### src/rtl/rx_cmd_pkg.sv
// rtl/rx_cmd_pkg.sv - shared command codes, state encoding and ALU operand addresses
package rx_cmd_pkg;

  localparam logic [7:0] CMD_WR     = 8'hAA;
  localparam logic [7:0] CMD_RD     = 8'hBB;
  localparam logic [7:0] CMD_ALU_OP = 8'hCC;
  localparam logic [7:0] CMD_ALU    = 8'hDD;

  // Register-file slots that receive the ALU operands of a 0xCC frame
  localparam int OP_A_ADDR = 0;
  localparam int OP_B_ADDR = 1;

  typedef enum logic [2:0] {
    IDLE    = 3'd0,
    WR_ADDR = 3'd1,
    WR_DATA = 3'd2,
    RD_ADDR = 3'd3,
    OP_A    = 3'd4,
    OP_B    = 3'd5,
    ALU_FUN = 3'd6
  } state_t;

endpackage

### src/rtl/frame_timer.sv
// rtl/frame_timer.sv - inter-byte idle counter that flags an abandoned frame
module frame_timer #(
  parameter int TIMEOUT = 255
) (
  input  logic clk,
  input  logic rst,
  input  logic clear,
  input  logic enable,
  output logic expired
);

  localparam int CW = $clog2(TIMEOUT + 1);

  logic [CW-1:0] r_cnt;

  // Count consecutive enabled cycles without a clear
  always_ff @(posedge clk) begin
    if (rst || clear) begin
      r_cnt <= '0;
    end else if (enable) begin
      r_cnt <= r_cnt + CW'(1);
    end
  end

  // Fires in the cycle that would bring the count to TIMEOUT; a clear in that cycle wins
  always_comb begin
    expired = enable && !clear && (r_cnt == CW'(TIMEOUT - 1));
  end

endmodule

### src/rtl/rx_cmd_decoder.sv
// rtl/rx_cmd_decoder.sv - byte-stream command decoder driving register-file and ALU strobes
module rx_cmd_decoder
  import rx_cmd_pkg::*;
#(
  parameter int WIDTH   = 8,
  parameter int ADDR_W  = 4,
  parameter int TIMEOUT = 255
) (
  input  logic              clk,
  input  logic              rst,
  input  logic [WIDTH-1:0]  rx_data,
  input  logic              rx_valid,
  output logic              rf_wr_en,
  output logic              rf_rd_en,
  output logic [ADDR_W-1:0] rf_addr,
  output logic [WIDTH-1:0]  rf_wr_data,
  output logic              alu_en,
  output logic [3:0]        alu_fun,
  output logic              frame_err,
  output logic              busy
);

  state_t              r_state;
  state_t              w_next_state;

  logic                r_wr_en;
  logic                r_rd_en;
  logic                r_alu_en;
  logic                r_frame_err;
  logic [ADDR_W-1:0]   r_rf_addr;
  logic [WIDTH-1:0]    r_rf_wr_data;
  logic [3:0]          r_alu_fun;
  logic [ADDR_W-1:0]   r_lat_addr;

  logic                w_nxt_wr_en;
  logic                w_nxt_rd_en;
  logic                w_nxt_alu_en;
  logic                w_nxt_frame_err;
  logic [ADDR_W-1:0]   w_nxt_rf_addr;
  logic [WIDTH-1:0]    w_nxt_rf_wr_data;
  logic [3:0]          w_nxt_alu_fun;
  logic [ADDR_W-1:0]   w_nxt_lat_addr;

  logic                w_busy;
  logic                w_timer_clear;
  logic                w_expired;

  assign w_busy        = (r_state != IDLE);
  assign w_timer_clear = rx_valid || (r_state == IDLE);

  frame_timer #(
    .TIMEOUT (TIMEOUT)
  ) u_frame_timer (
    .clk     (clk),
    .rst     (rst),
    .clear   (w_timer_clear),
    .enable  (w_busy),
    .expired (w_expired)
  );

  // State register
  always_ff @(posedge clk) begin
    if (rst) begin
      r_state <= IDLE;
    end else begin
      r_state <= w_next_state;
    end
  end

  // Next state and next output values; a received byte always takes priority over timeout
  always_comb begin
    w_next_state     = r_state;
    w_nxt_wr_en      = 1'b0;
    w_nxt_rd_en      = 1'b0;
    w_nxt_alu_en     = 1'b0;
    w_nxt_frame_err  = 1'b0;
    w_nxt_rf_addr    = r_rf_addr;
    w_nxt_rf_wr_data = r_rf_wr_data;
    w_nxt_alu_fun    = r_alu_fun;
    w_nxt_lat_addr   = r_lat_addr;
    if (rx_valid) begin
      case (r_state)
        IDLE: begin
          if (rx_data == WIDTH'(CMD_WR)) begin
            w_next_state = WR_ADDR;
          end else if (rx_data == WIDTH'(CMD_RD)) begin
            w_next_state = RD_ADDR;
          end else if (rx_data == WIDTH'(CMD_ALU_OP)) begin
            w_next_state = OP_A;
          end else if (rx_data == WIDTH'(CMD_ALU)) begin
            w_next_state = ALU_FUN;
          end else begin
            w_nxt_frame_err = 1'b1;
          end
        end
        WR_ADDR: begin
          w_nxt_lat_addr = rx_data[ADDR_W-1:0];
          w_next_state   = WR_DATA;
        end
        WR_DATA: begin
          w_nxt_wr_en      = 1'b1;
          w_nxt_rf_addr    = r_lat_addr;
          w_nxt_rf_wr_data = rx_data;
          w_next_state     = IDLE;
        end
        RD_ADDR: begin
          w_nxt_rd_en   = 1'b1;
          w_nxt_rf_addr = rx_data[ADDR_W-1:0];
          w_next_state  = IDLE;
        end
        OP_A: begin
          w_nxt_wr_en      = 1'b1;
          w_nxt_rf_addr    = ADDR_W'(OP_A_ADDR);
          w_nxt_rf_wr_data = rx_data;
          w_next_state     = OP_B;
        end
        OP_B: begin
          w_nxt_wr_en      = 1'b1;
          w_nxt_rf_addr    = ADDR_W'(OP_B_ADDR);
          w_nxt_rf_wr_data = rx_data;
          w_next_state     = ALU_FUN;
        end
        ALU_FUN: begin
          w_nxt_alu_en  = 1'b1;
          w_nxt_alu_fun = rx_data[3:0];
          w_next_state  = IDLE;
        end
        default: begin
          w_next_state = IDLE;
        end
      endcase
    end else if (w_expired) begin
      w_nxt_frame_err = 1'b1;
      w_next_state    = IDLE;
    end
  end

  // Registered strobes and held data outputs
  always_ff @(posedge clk) begin
    if (rst) begin
      r_wr_en      <= 1'b0;
      r_rd_en      <= 1'b0;
      r_alu_en     <= 1'b0;
      r_frame_err  <= 1'b0;
      r_rf_addr    <= '0;
      r_rf_wr_data <= '0;
      r_alu_fun    <= '0;
      r_lat_addr   <= '0;
    end else begin
      r_wr_en      <= w_nxt_wr_en;
      r_rd_en      <= w_nxt_rd_en;
      r_alu_en     <= w_nxt_alu_en;
      r_frame_err  <= w_nxt_frame_err;
      r_rf_addr    <= w_nxt_rf_addr;
      r_rf_wr_data <= w_nxt_rf_wr_data;
      r_alu_fun    <= w_nxt_alu_fun;
      r_lat_addr   <= w_nxt_lat_addr;
    end
  end

  assign rf_wr_en   = r_wr_en;
  assign rf_rd_en   = r_rd_en;
  assign rf_addr    = r_rf_addr;
  assign rf_wr_data = r_rf_wr_data;
  assign alu_en     = r_alu_en;
  assign alu_fun    = r_alu_fun;
  assign frame_err  = r_frame_err;
  assign busy       = w_busy;

endmodule

### config.mk
export PLATFORM = sky130hd
export DESIGN_NAME = rx_cmd_decoder
export DESIGN_NICKNAME = d
export VERILOG_FILES = /design/src/rtl/rx_cmd_pkg.sv /design/src/rtl/frame_timer.sv /design/src/rtl/rx_cmd_decoder.sv
export SDC_FILE = /design/constraint.sdc
export NUM_CORES = 1
export LEC_CHECK = 0
export ABC_AREA = 1
export CAP_MARGIN = 10
export CORE_MARGIN = 1.5
export CORE_UTILIZATION = 35
export DETAILED_ROUTE_END_ITERATION = 12
export PLACE_DENSITY = 0.58
export SLEW_MARGIN = 20
export SYNTH_ARGS = -nofsm -noshare
export SYNTH_HDL_FRONTEND = slang
export SYNTH_SLANG_ARGS = --single-unit
### constraint.sdc
create_clock -name clk -period 1.77 [get_ports clk]
set_input_delay 0.177 -clock clk [delete_from_list [all_inputs] [get_ports clk]]
set_output_delay 0.177 -clock clk [all_outputs]
set_load 0.05 [all_outputs]
==> results.txt <==
The start point of the critical path is alu_fun[2]. The clock network is responsible for 31.9% of the overall power. Once the clock tree was built, the resizer swapped 0 gates to a different size.

The number of cells traversed by the worst register-to-register path is 8. The switching power came out at 0.000649 W. The number of nets in the synthesized netlist is 247. Dividing the detail-routed wire length by the instance count gives 11.3 um. The first-iteration detailed-routing DRC count came out at 88.

Global routing used 23.4% of the available met1 tracks. In the routed layout, each cell is associated on average with a via count of 4.66. The antenna diode instance count is 0. The detailed-placement wirelength estimate is 2810 um. The reported max-cap violation count came out at 0.

The mapped cell area is 1660 um2. The first-pass iteration count of the detailed router came out at 4. The number of different library cells in the post-synthesis netlist is 29. Entering global routing, the biggest net connects 24 pins. In this run the number of cells on the critical path is 1. In this run the count of I/O pins placed on the die edge is 32. The area of the die came out at 5170 um2. The via count of the routed design came out at 1530. The final hold violation count was 0. The area added between synthesis and finish is 31.3%.

Headroom to the max-slew limit came out at 60.8%. The number of slew-limit violations in the final report was 0. The worst setup path is launched from a flop.

Clock latency on the worst-skew pair, taken at its later pin, is 290 ps. Summing the sequential cell areas from Yosys gives 42.1% of the chip area. The cell class contributing the biggest share of worst-path delay is buffers and inverters. The floorplan step set the die width to 71.9 um.

The register clock-pin slew on the reported worst setup and hold paths is 70 ps. The maximum count of clock buffers along a single path came out at 2. In this run the critical register-to-register path is launched from r_state[2]. For the pin with the worst max-slew slack, the measured transition is 587 ps.

The worst setup path is of the reg2out kind. The path type of the worst min-delay path is reg2reg. Input and output buffers added on the ports amount to 31.

The initial antenna violation count came to 0. The met2 routing resource usage after global routing came out at 22.2%. The layer with the highest usage after global routing is met1. The data required time at the worst endpoint came out at 1590 ps.

The fraction of final layout cells with drive strength greater than 1 came out at 11.6%. For this design, the slowest cell found on the critical path is sky130_fd_sc_hd__clkdlybuf4s50_1. The overall overflow remaining after global route came out at 0.

The initial cell density of the core is 37.2%. A synthesized cell averages 7.17 um2. The internal portion of total power came out at 0.00136 W. Of the total power, combinational logic draws 25.0%. The accumulated negative setup slack came out at 0 ps. The cts-stage hold buffer count came out at 0. Global routing consumed, over all layers together, 15.9% of the routing resources.

The worst setup path is captured at an output port. The destination of the worst register-to-register timing path is r_state[0]. The floorplan core area came out at 4470 um2. The final critical path time including I/O delays and setup came out at 1600 ps. The post-route fraction of the period consumed by the critical path came out at 90.6%. The post-route clock skew came out at 8.99 ps. Once layout is complete, the utilization of the core stands at 48.8%. The post-route antenna net violation count is 0.

The number of instances in the synthesized netlist came out at 232. The number of global-route vias before repair came to 1316. The final number of setup-violating endpoints is 0. The global-route wire length before repair is 6450 um. The height of the die is 71.9 um. Sequential cells account for 43.1% of the total power. In this run the worst setup path terminates at alu_fun[2]. Counting flops and latches in the post-synthesis netlist gives 35.

The met3 usage is 4.31%. At the end of routability-driven placement, the weighted congestion stood at 0.897. For this design the ratio of total power to cell area is 921 nW/um2. The final wirelength is 3700 um. The number of setup buffers added after CTS came out at 0. The worst-case register-to-register setup slack came out at 200 ps. CTS placed an instance of sky130_fd_sc_hd__clkbuf_8 at the clock tree root. For the worst setup path, the data arrival time is 1430 ps. For this run, the top clock speed supported by timing is 623 MHz. The run finished with clean final reports. The number of buffers created by CTS came out at 5. The number of warnings issued by yosys came out at 0. The buffer and inverter count on the worst path came out at 1. Net switching is 32.2% of the power. Along the worst path, the maximum fanout reaches 2. The TritonCTS clock tree is built.

The clock net in this run drives a total of 35 sinks. The stage delay of the slowest cell on the critical path came out at 810 ps. The number of remaining DRC errors came out at 0. Setup repair after global routing left no endpoint under its margin.

The number of levels the H-tree was split into is 2. The analysis attributes to cell leakage a power of 0.928 nW. The worst-case IR drop observed on VDD is 0.000349 V.

After floorplanning, the core was divided into 24 placement rows. The net count of the finished layout is 290. Walking the worst path, the cells encountered are clkdlybuf4s50_1.
## layout make-up
class | instances | area [um2]
multi-input combinational | 159 | 812
sequential | 35 | 701
clock buffer | 8 | 100
tap | 52 | 65.1
fill | 481 | 2290
timing repair buffer | 40 | 375
inverter | 34 | 130
## placed cells by master (no fill, tap or decap), drive strengths merged
| cell type | netlist | layout |
|---|---|---|
| nor2 | 33 | 33 |
| and3 | 1 | 1 |
| a21oi | 20 | 20 |
| xor2 | 2 | 2 |
| a31oi | 5 | 5 |
| nand2 | 47 | 47 |
| dfxtp | 35 | 35 |
| nand4 | 1 | 1 |
| o21ai | 26 | 26 |
| o211ai | 1 | 1 |
| nand3 | 10 | 10 |
| buf | 2 | 10 |
| ha | 4 | 4 |
| or2 | 2 | 2 |
| clkbuf | 2 | 8 |
| inv | 34 | 34 |
| o21a | 1 | 1 |
| nand3b | 1 | 1 |
| clkdlybuf4s50 | 0 | 30 |
| nor3 | 5 | 5 |
## state kept, by name (all words and copies together) (netlist names)
| name | cells |
|---|---|
| rf_wr_data | 8 |
| u_frame_timer.r_cnt | 8 |
| alu_fun | 4 |
| r_lat_addr | 4 |
| rf_addr | 4 |
| r_state | 3 |
| alu_en | 1 |
| frame_err | 1 |
| rf_rd_en | 1 |
| rf_wr_en | 1 |
## worst min path at each step
stage,startpoint,slack (ps),endpoint,cells past startpoint
2_1_floorplan,rst,250,alu_en,1
3_3_place_gp,rf_wr_data[2],430,rf_wr_data[2],2
3_5_place_dp,rf_wr_data[7],440,rf_wr_data[7],2
4_1_cts,rf_wr_data[7],450,rf_wr_data[7],2
5_1_grt,rf_wr_data[7],470,rf_wr_data[7],2
6_report,rf_wr_data[7],440,rf_wr_data[7],2
## Yosys cell counts
library cell / n / area (um2)
sky130_fd_sc_hd__or2_1: 1 / 6.26
sky130_fd_sc_hd__o21ai_0: 20 / 100
sky130_fd_sc_hd__xor2_1: 2 / 17.5
sky130_fd_sc_hd__o21ai_4: 2 / 32.5
sky130_fd_sc_hd__nand3b_1: 1 / 7.51
sky130_fd_sc_hd__nor2_2: 1 / 6.26
sky130_fd_sc_hd__dfxtp_1: 35 / 701
sky130_fd_sc_hd__buf_4: 1 / 7.51
sky130_fd_sc_hd__nand4_1: 1 / 6.26
sky130_fd_sc_hd__nand3_2: 2 / 20.0
sky130_fd_sc_hd__nor3_1: 5 / 25.0
sky130_fd_sc_hd__and3_1: 1 / 6.26
sky130_fd_sc_hd__buf_2: 1 / 5.00
sky130_fd_sc_hd__o21a_1: 1 / 7.51
sky130_fd_sc_hd__a31oi_1: 5 / 31.3
sky130_fd_sc_hd__nand3_4: 1 / 17.5
sky130_fd_sc_hd__o21ai_1: 4 / 20.0
sky130_fd_sc_hd__nor2_4: 1 / 11.3
sky130_fd_sc_hd__or2_0: 1 / 6.26
sky130_fd_sc_hd__ha_1: 4 / 50.1
sky130_fd_sc_hd__clkbuf_1: 2 / 7.51
sky130_fd_sc_hd__inv_4: 1 / 6.26
sky130_fd_sc_hd__a21oi_1: 20 / 100
sky130_fd_sc_hd__nand3_1: 7 / 35.0
sky130_fd_sc_hd__o211ai_2: 1 / 12.5
sky130_fd_sc_hd__nand2_1: 47 / 176
sky130_fd_sc_hd__inv_2: 6 / 22.5
sky130_fd_sc_hd__nor2_1: 31 / 116
sky130_fd_sc_hd__inv_1: 27 / 101
## power by group through the flow
stage | sequential (W) | clock (W) | combinational (W)
after floorplan | 0.00101 | 0 | 0.000213
after global placement | 0.000884 | 0 | 0.000501
after detailed placement | 0.000885 | 0 | 0.000504
after CTS | 0.000867 | 0.000663 | 0.000506
after global routing | 0.000873 | 0.000695 | 0.000546
final | 0.000867 | 0.000643 | 0.000503
## cells by family after synthesis
family          Yosys count  share of synthesized area [%]
xor+xnor                  2                           1.05
flops                    35                           42.1
simple gates            100                           26.5
compound gates           53                           18.3
buf+inv                  38                           9.03
fa+ha+maj                 4                           3.01
## layer usage
layer  vias up  part of all wire, %
li1        834                    -
met2        30                   40
met5         -                    0
met1       662                   55
met3         4                  4.1
met4         0                  1.0
## stage by stage
stage | total power, W | worst slack, ps | std cells | instance area [um2] | hold slack, ps
after floorplan | 0.00122 | 404 | 232 | 1660 | 249
after global placement | 0.00138 | 132 | 320 | 2080 | 432
after detailed placement | 0.00139 | 37.6 | 320 | 2080 | 437
after CTS | 0.00204 | 154 | 328 | 2180 | 449
after global routing | 0.00211 | 59.3 | 328 | 2180 | 468
final | 0.00201 | 166 | 328 | 2180 | 445
Note: power is estimated with default switching activity, not from simulation.
